[src/rtl/int16_block_accum_if.sv]
// Sample-in / block-result-out handshake bundle for int16_block_accum.
// The master side drives samples and consumes results; the slave side is the accumulator.
interface int16_block_accum_if;
    logic                clear;
    logic                in_valid;
    logic                in_ready;
    logic signed [15:0]  in_data;
    logic                out_valid;
    logic                out_ready;
    logic signed [23:0]  out_sum;
    logic signed [15:0]  out_mean;

    modport master (
        output clear,
        output in_valid,
        output in_data,
        output out_ready,
        input  in_ready,
        input  out_valid,
        input  out_sum,
        input  out_mean
    );

    modport slave (
        input  clear,
        input  in_valid,
        input  in_data,
        input  out_ready,
        output in_ready,
        output out_valid,
        output out_sum,
        output out_mean
    );
endinterface

[src/rtl/int16_block_accum.sv]
// Sums blocks of 2^LOG2_N signed int16 samples and emits the block sum and its
// floor mean through a one-deep ready/valid result register.
module int16_block_accum #(
    parameter int LOG2_N = 4
) (
    input  logic                  clk,
    input  logic                  rst,
    int16_block_accum_if.slave    bus
);
    localparam int N     = 1 << LOG2_N;
    // A one-bit counter is kept for N = 1; it never leaves zero because every sample is final.
    localparam int CNT_W = (LOG2_N > 0) ? LOG2_N : 1;
    localparam logic [CNT_W-1:0] CNT_LAST = CNT_W'(N - 1);

    logic signed [23:0]  acc;
    logic [CNT_W-1:0]    cnt;
    logic signed [23:0]  sample_ext;
    logic signed [23:0]  block_sum;
    logic                accept;
    logic                last;
    logic                complete;

    logic                vld_p0;
    logic signed [23:0]  sum_p0;
    logic signed [15:0]  mean_p0;

    // Arithmetic shift floors toward negative infinity; the result always fits 16 bits.
    function automatic logic signed [15:0] floor_mean(input logic signed [23:0] s);
        return $signed(16'(s >>> LOG2_N));
    endfunction

    assign bus.in_ready = !vld_p0 || bus.out_ready;
    assign accept       = bus.in_valid && bus.in_ready;
    assign last         = (cnt == CNT_LAST);
    assign complete     = accept && last && !bus.clear;
    assign sample_ext   = {{8{bus.in_data[15]}}, bus.in_data};
    assign block_sum    = acc + sample_ext;

    // Stage p0: accumulate, and on the final sample register the block result
    always_ff @(posedge clk) begin
        if (rst) begin
            acc     <= '0;
            cnt     <= '0;
            vld_p0  <= 1'b0;
            sum_p0  <= '0;
            mean_p0 <= '0;
        end else begin
            if (bus.clear) begin
                acc <= '0;
                cnt <= '0;
            end else if (accept) begin
                if (last) begin
                    acc <= '0;
                    cnt <= '0;
                end else begin
                    acc <= block_sum;
                    cnt <= cnt + CNT_W'(1);
                end
            end

            // A block finishing on the same edge as a consume replaces the old result.
            if (complete) begin
                vld_p0  <= 1'b1;
                sum_p0  <= block_sum;
                mean_p0 <= floor_mean(block_sum);
            end else if (vld_p0 && bus.out_ready) begin
                vld_p0  <= 1'b0;
            end
        end
    end

    assign bus.out_valid = vld_p0;
    assign bus.out_sum   = sum_p0;
    assign bus.out_mean  = mean_p0;
endmodule

[src/flat_wrapper.sv]
// flat-port wrapper written by rule: the top's interface ports become plain ports
module int16_block_accum_flat 
#(
    parameter int LOG2_N = 4
)
  (clk, rst, bus_clear, bus_in_valid, bus_in_data, bus_out_ready, bus_in_ready, bus_out_valid, bus_out_sum, bus_out_mean);
  int16_block_accum_if bus_i ();
  input  logic clk;
  input  logic rst;
  input wire logic [$bits(bus_i.clear)-1:0] bus_clear;
  input wire logic [$bits(bus_i.in_valid)-1:0] bus_in_valid;
  input wire logic [$bits(bus_i.in_data)-1:0] bus_in_data;
  input wire logic [$bits(bus_i.out_ready)-1:0] bus_out_ready;
  output wire logic [$bits(bus_i.in_ready)-1:0] bus_in_ready;
  output wire logic [$bits(bus_i.out_valid)-1:0] bus_out_valid;
  output wire logic [$bits(bus_i.out_sum)-1:0] bus_out_sum;
  output wire logic [$bits(bus_i.out_mean)-1:0] bus_out_mean;
  assign bus_i.clear = bus_clear;
  assign bus_i.in_valid = bus_in_valid;
  assign bus_i.in_data = bus_in_data;
  assign bus_i.out_ready = bus_out_ready;
  assign bus_in_ready = bus_i.in_ready;
  assign bus_out_valid = bus_i.out_valid;
  assign bus_out_sum = bus_i.out_sum;
  assign bus_out_mean = bus_i.out_mean;
  int16_block_accum #(.LOG2_N(LOG2_N)) u_core (.clk(clk), .rst(rst), .bus(bus_i));
endmodule
[config.mk]
export PLATFORM = sky130hd
export DESIGN_NAME = int16_block_accum_flat
export DESIGN_NICKNAME = d
export VERILOG_FILES = /design/src/rtl/int16_block_accum_if.sv /design/src/rtl/int16_block_accum.sv /design/src/flat_wrapper.sv
export SDC_FILE = /design/constraint.sdc
export NUM_CORES = 1
export LEC_CHECK = 0
export ABC_AREA = 0
export CORE_ASPECT_RATIO = 0.5
export CORE_UTILIZATION = 42
export DETAILED_ROUTE_END_ITERATION = 6
export GPL_TIMING_DRIVEN = 0
export PLACE_DENSITY = 0.67
export SLEW_MARGIN = 15
export SYNTH_ARGS = -nofsm -noshare
export SYNTH_HDL_FRONTEND = slang
export SYNTH_SLANG_ARGS = --single-unit
[constraint.sdc]
create_clock -name clk -period 4.23 [get_ports clk]
set_input_delay 0.423 -clock clk [delete_from_list [all_inputs] [get_ports clk]]
set_output_delay 0.423 -clock clk [all_outputs]
set_load 0.02 [all_outputs]
==> results.toml <==
[power]
p_clk_share_pct = 37.0
combPwrFrac_pct = 18.5
cell_internal_pwr_mw = 0.8436
swShare_pct = 28.39
power.density_nw_per_um2 = 284.1
switchingPower_mw = 0.3345
p_leak_nw = 1.675
power_frac_seq_pct = 44.5
p_total_mw = 1.178
vdd_ir_drop_max_uv = 162.3

[finish]
regArea_um2 = 1061
layout.nets = 512
n_antenna_cell = 0
drive_gt1_share_pct = 8.779
final_cells = 563
area_delta_synth_final_pct = 27.46
multi_input_area_um2 = 1981
final_core_util_pct = 56.00
finalInstanceArea_um2 = 4146
fillers = 710

[synth]
synth_top_area_share_pct = 32.62
yosys-top-cells-area = "dfxtp_1, ha_1, nand2_1"
synth_area_per_cell_um2 = 8.194
ys_seq_area_share_pct = 32.62
synth.cell_area_um2 = 3253
ys_types = 56
yosys_register_bits = 53
synth_top_cell_by_area = "dfxtp_1"
ys.flop_type = "dfxtp_1"
syn-num-nets = 443
yosysWarnings = 0
synth_edf_count = 0
async_flop_share_pct = 0
syn_inst = 397

[critical_path]
worstSetupEndpointType = "flip-flop"
crit_fanout = 3
setup.worst_path.start_class = "input port"
worstPathArrival_ps = 3270
slowest_delay_ps = 460
reg2reg_to = "u_core.acc[20]"
critPathKind = "in2reg"
crit_slowest_cell = "o41ai_2"
worstPathRequired_ps = 4400
r2r_slack_ps = 1380
cp_cell_sequence = "clkdlybuf4s50_1 > ha_1 > fa_1 > a211oi_1 > nor2_1 > o221ai_1 > a21oi_1 > o41ai_2 > xor2_1 > o21ai_1"
reg2regPathDepth = 9
r2r_start = "u_core.acc[0]"

[worst_hold_path]
hold_class = "reg2reg"
worstHoldEndpoint = "u_core.bus.out_sum[1]"
whs_path_depth = 2
min_from = "u_core.bus.out_sum[1]"

[grt]
grt_pass1_wl_mm = 13.52
overflow = 0
track_usage_pct = 21.43
grt_pass1_vias = 2775
antenna_found_initial = 0
grt_start_max_net_pins = 17

[timing]
period_share_pct = 73.20
fmax_mhz = 322.9
setup_viol_count_final = 0
worst_pin_slew_ps = 677.1
hold_violations = 0
layout_min_cycle_time_ps = 3097
fin_skew_ps = 9.234
slew_viol_final = 0
rsz0062_at_grt = "no"
finalSetupTns_ps = 0
maxSlewHeadroom_pct = 54.62

[drt]
drtPass1Iterations = 4
routed-via-count = 3028
drtAntennaViolNets = 0
drt-vias-per-instance = 5.378
avgRoutedWirePerCell_um = 14.60
drt-initial-drc-count = 122
remaining_drc_errors = 0
wl_mm = 8.220

[floorplan]
die_y_um = 64.23
die_width_um = 126.5
dieArea_um2 = 8123
io_pins = 63
core-area_um2 = 7405
row_count = 22
start_util_pct = 43.93

[placement]
gp_congestion = 0.8745
io_buffers = 62
place_hpwl_mm = 6.084
postPlaceCellArea_um2 = 3994
dp.cells = 555

[clocking]
clkLatencyLatePin_ps = 310
cts_buffers = 5
clk_path_buf_depth = 2
postCtsSetupBuffers = 0
cts_max_level = 2
cts.hold.buffers_added = 0
cts_sinks = 53
clk_pin_slew_ps = 70
root_buffer = "clkbuf_16"
cts_tree = "built"
post_cts_resized = 0

[flow_run]
maxCapViolations = 0

[run_status]
status = "complete, no violations"
-- cells in the mapped netlist (all sizes together), types with 6 or more instances --
cell type	number
a211oi	6
a21o	10
a21oi	42
a22oi	9
and3	7
buf	17
clkbuf	15
dfxtp	53
ha	24
inv	6
nand2	59
nand3	18
nand4	6
nor2	24
o21ai	26
xnor2	8
xor2	12
-- worst max-delay path by stage --
stage | start | end | slack [ps] | depth (start not counted)
after floorplan | bus_in_data[0] | u_core.acc[10] | 1650 | 8
after global placement | bus_in_data[0] | u_core.acc[20] | 860 | 10
after detailed placement | bus_in_data[0] | u_core.acc[20] | 850 | 10
after CTS | bus_in_data[0] | u_core.acc[20] | 1160 | 10
after global routing | bus_in_data[0] | u_core.acc[20] | 980 | 10
final | bus_in_data[0] | u_core.acc[20] | 1130 | 10
-- cells in the final DEF, fill, tap and decap left out, drive strengths merged, types with 7 or more instances in the layout --
cell type	synthesis	layout
xor2	12	12
o21ai	26	26
dfxtp	53	53
nor2	24	24
a21oi	42	42
nand3	18	18
nand2	59	59
a21o	10	10
a22oi	9	9
ha	24	24
and3	7	7
xnor2	8	8
clkdlybuf4s50	0	62
buf	17	17
clkbuf	15	21
-- registers in the layout (all words and copies together), names as in the netlist --
name	count
u_core.bus.out_valid	1
u_core.cnt	4
u_core.acc	24
u_core.bus.out_sum	9
u_core.bus.out_mean	15
-- through the flow --
step,hold slack (ps),worst slack (ps)
floorplan,429.1,1654
global placement,442.5,860.3
detailed placement,447.8,847.4
CTS,462.9,1160
global route,479.2,977.4
finish,457.3,1133
-- cell families after synthesis --
kind of cell	Yosys count	share of synthesized area, %
simple gates	137	20.04
xor+xnor	20	5.385
mux	3	0.9231
buf+inv	38	6.500
flops	53	32.62
compound gates	121	24.69
fa+ha+maj	25	9.846
-- power groups by stage --
| stage | logic, mW | clock network [mW] | registers, mW |
|---|---|---|---|
| 2_1_floorplan | 0.154 | 0 | 0.534 |
| 3_3_place_gp | 0.214 | 0 | 0.535 |
| 3_5_place_dp | 0.214 | 0 | 0.536 |
| 4_1_cts | 0.216 | 0.443 | 0.524 |
| 5_1_grt | 0.242 | 0.467 | 0.526 |
| 6_report | 0.217 | 0.436 | 0.524 |
-- metal layers --
layer	wire [µm]	vias up	track usage, %
li1	-	1560	-
met4	82	0	6.325
met3	361	7	4.104
met5	0	-	0
met2	3515	63	33.77
met1	4261	1398	29.67
-- area by class of cell --
class	instances	share of cell area, %
buffer	32	4.556
clock buffer	6	3.349
clock inverter	2	0.3319
inverter	6	0.5431
multi-input combinational	306	47.77
sequential	53	25.59
tap	96	2.897
timing repair buffer	62	14.97
-- worst max-delay path: cells and delay by family --
kind	cells	cell delay, ps
fa+ha+maj	2	690
buf+inv	1	420
simple gates	1	110
xor+xnor	1	180
compound gates	5	1440
Power figures use the tool's default switching activity.
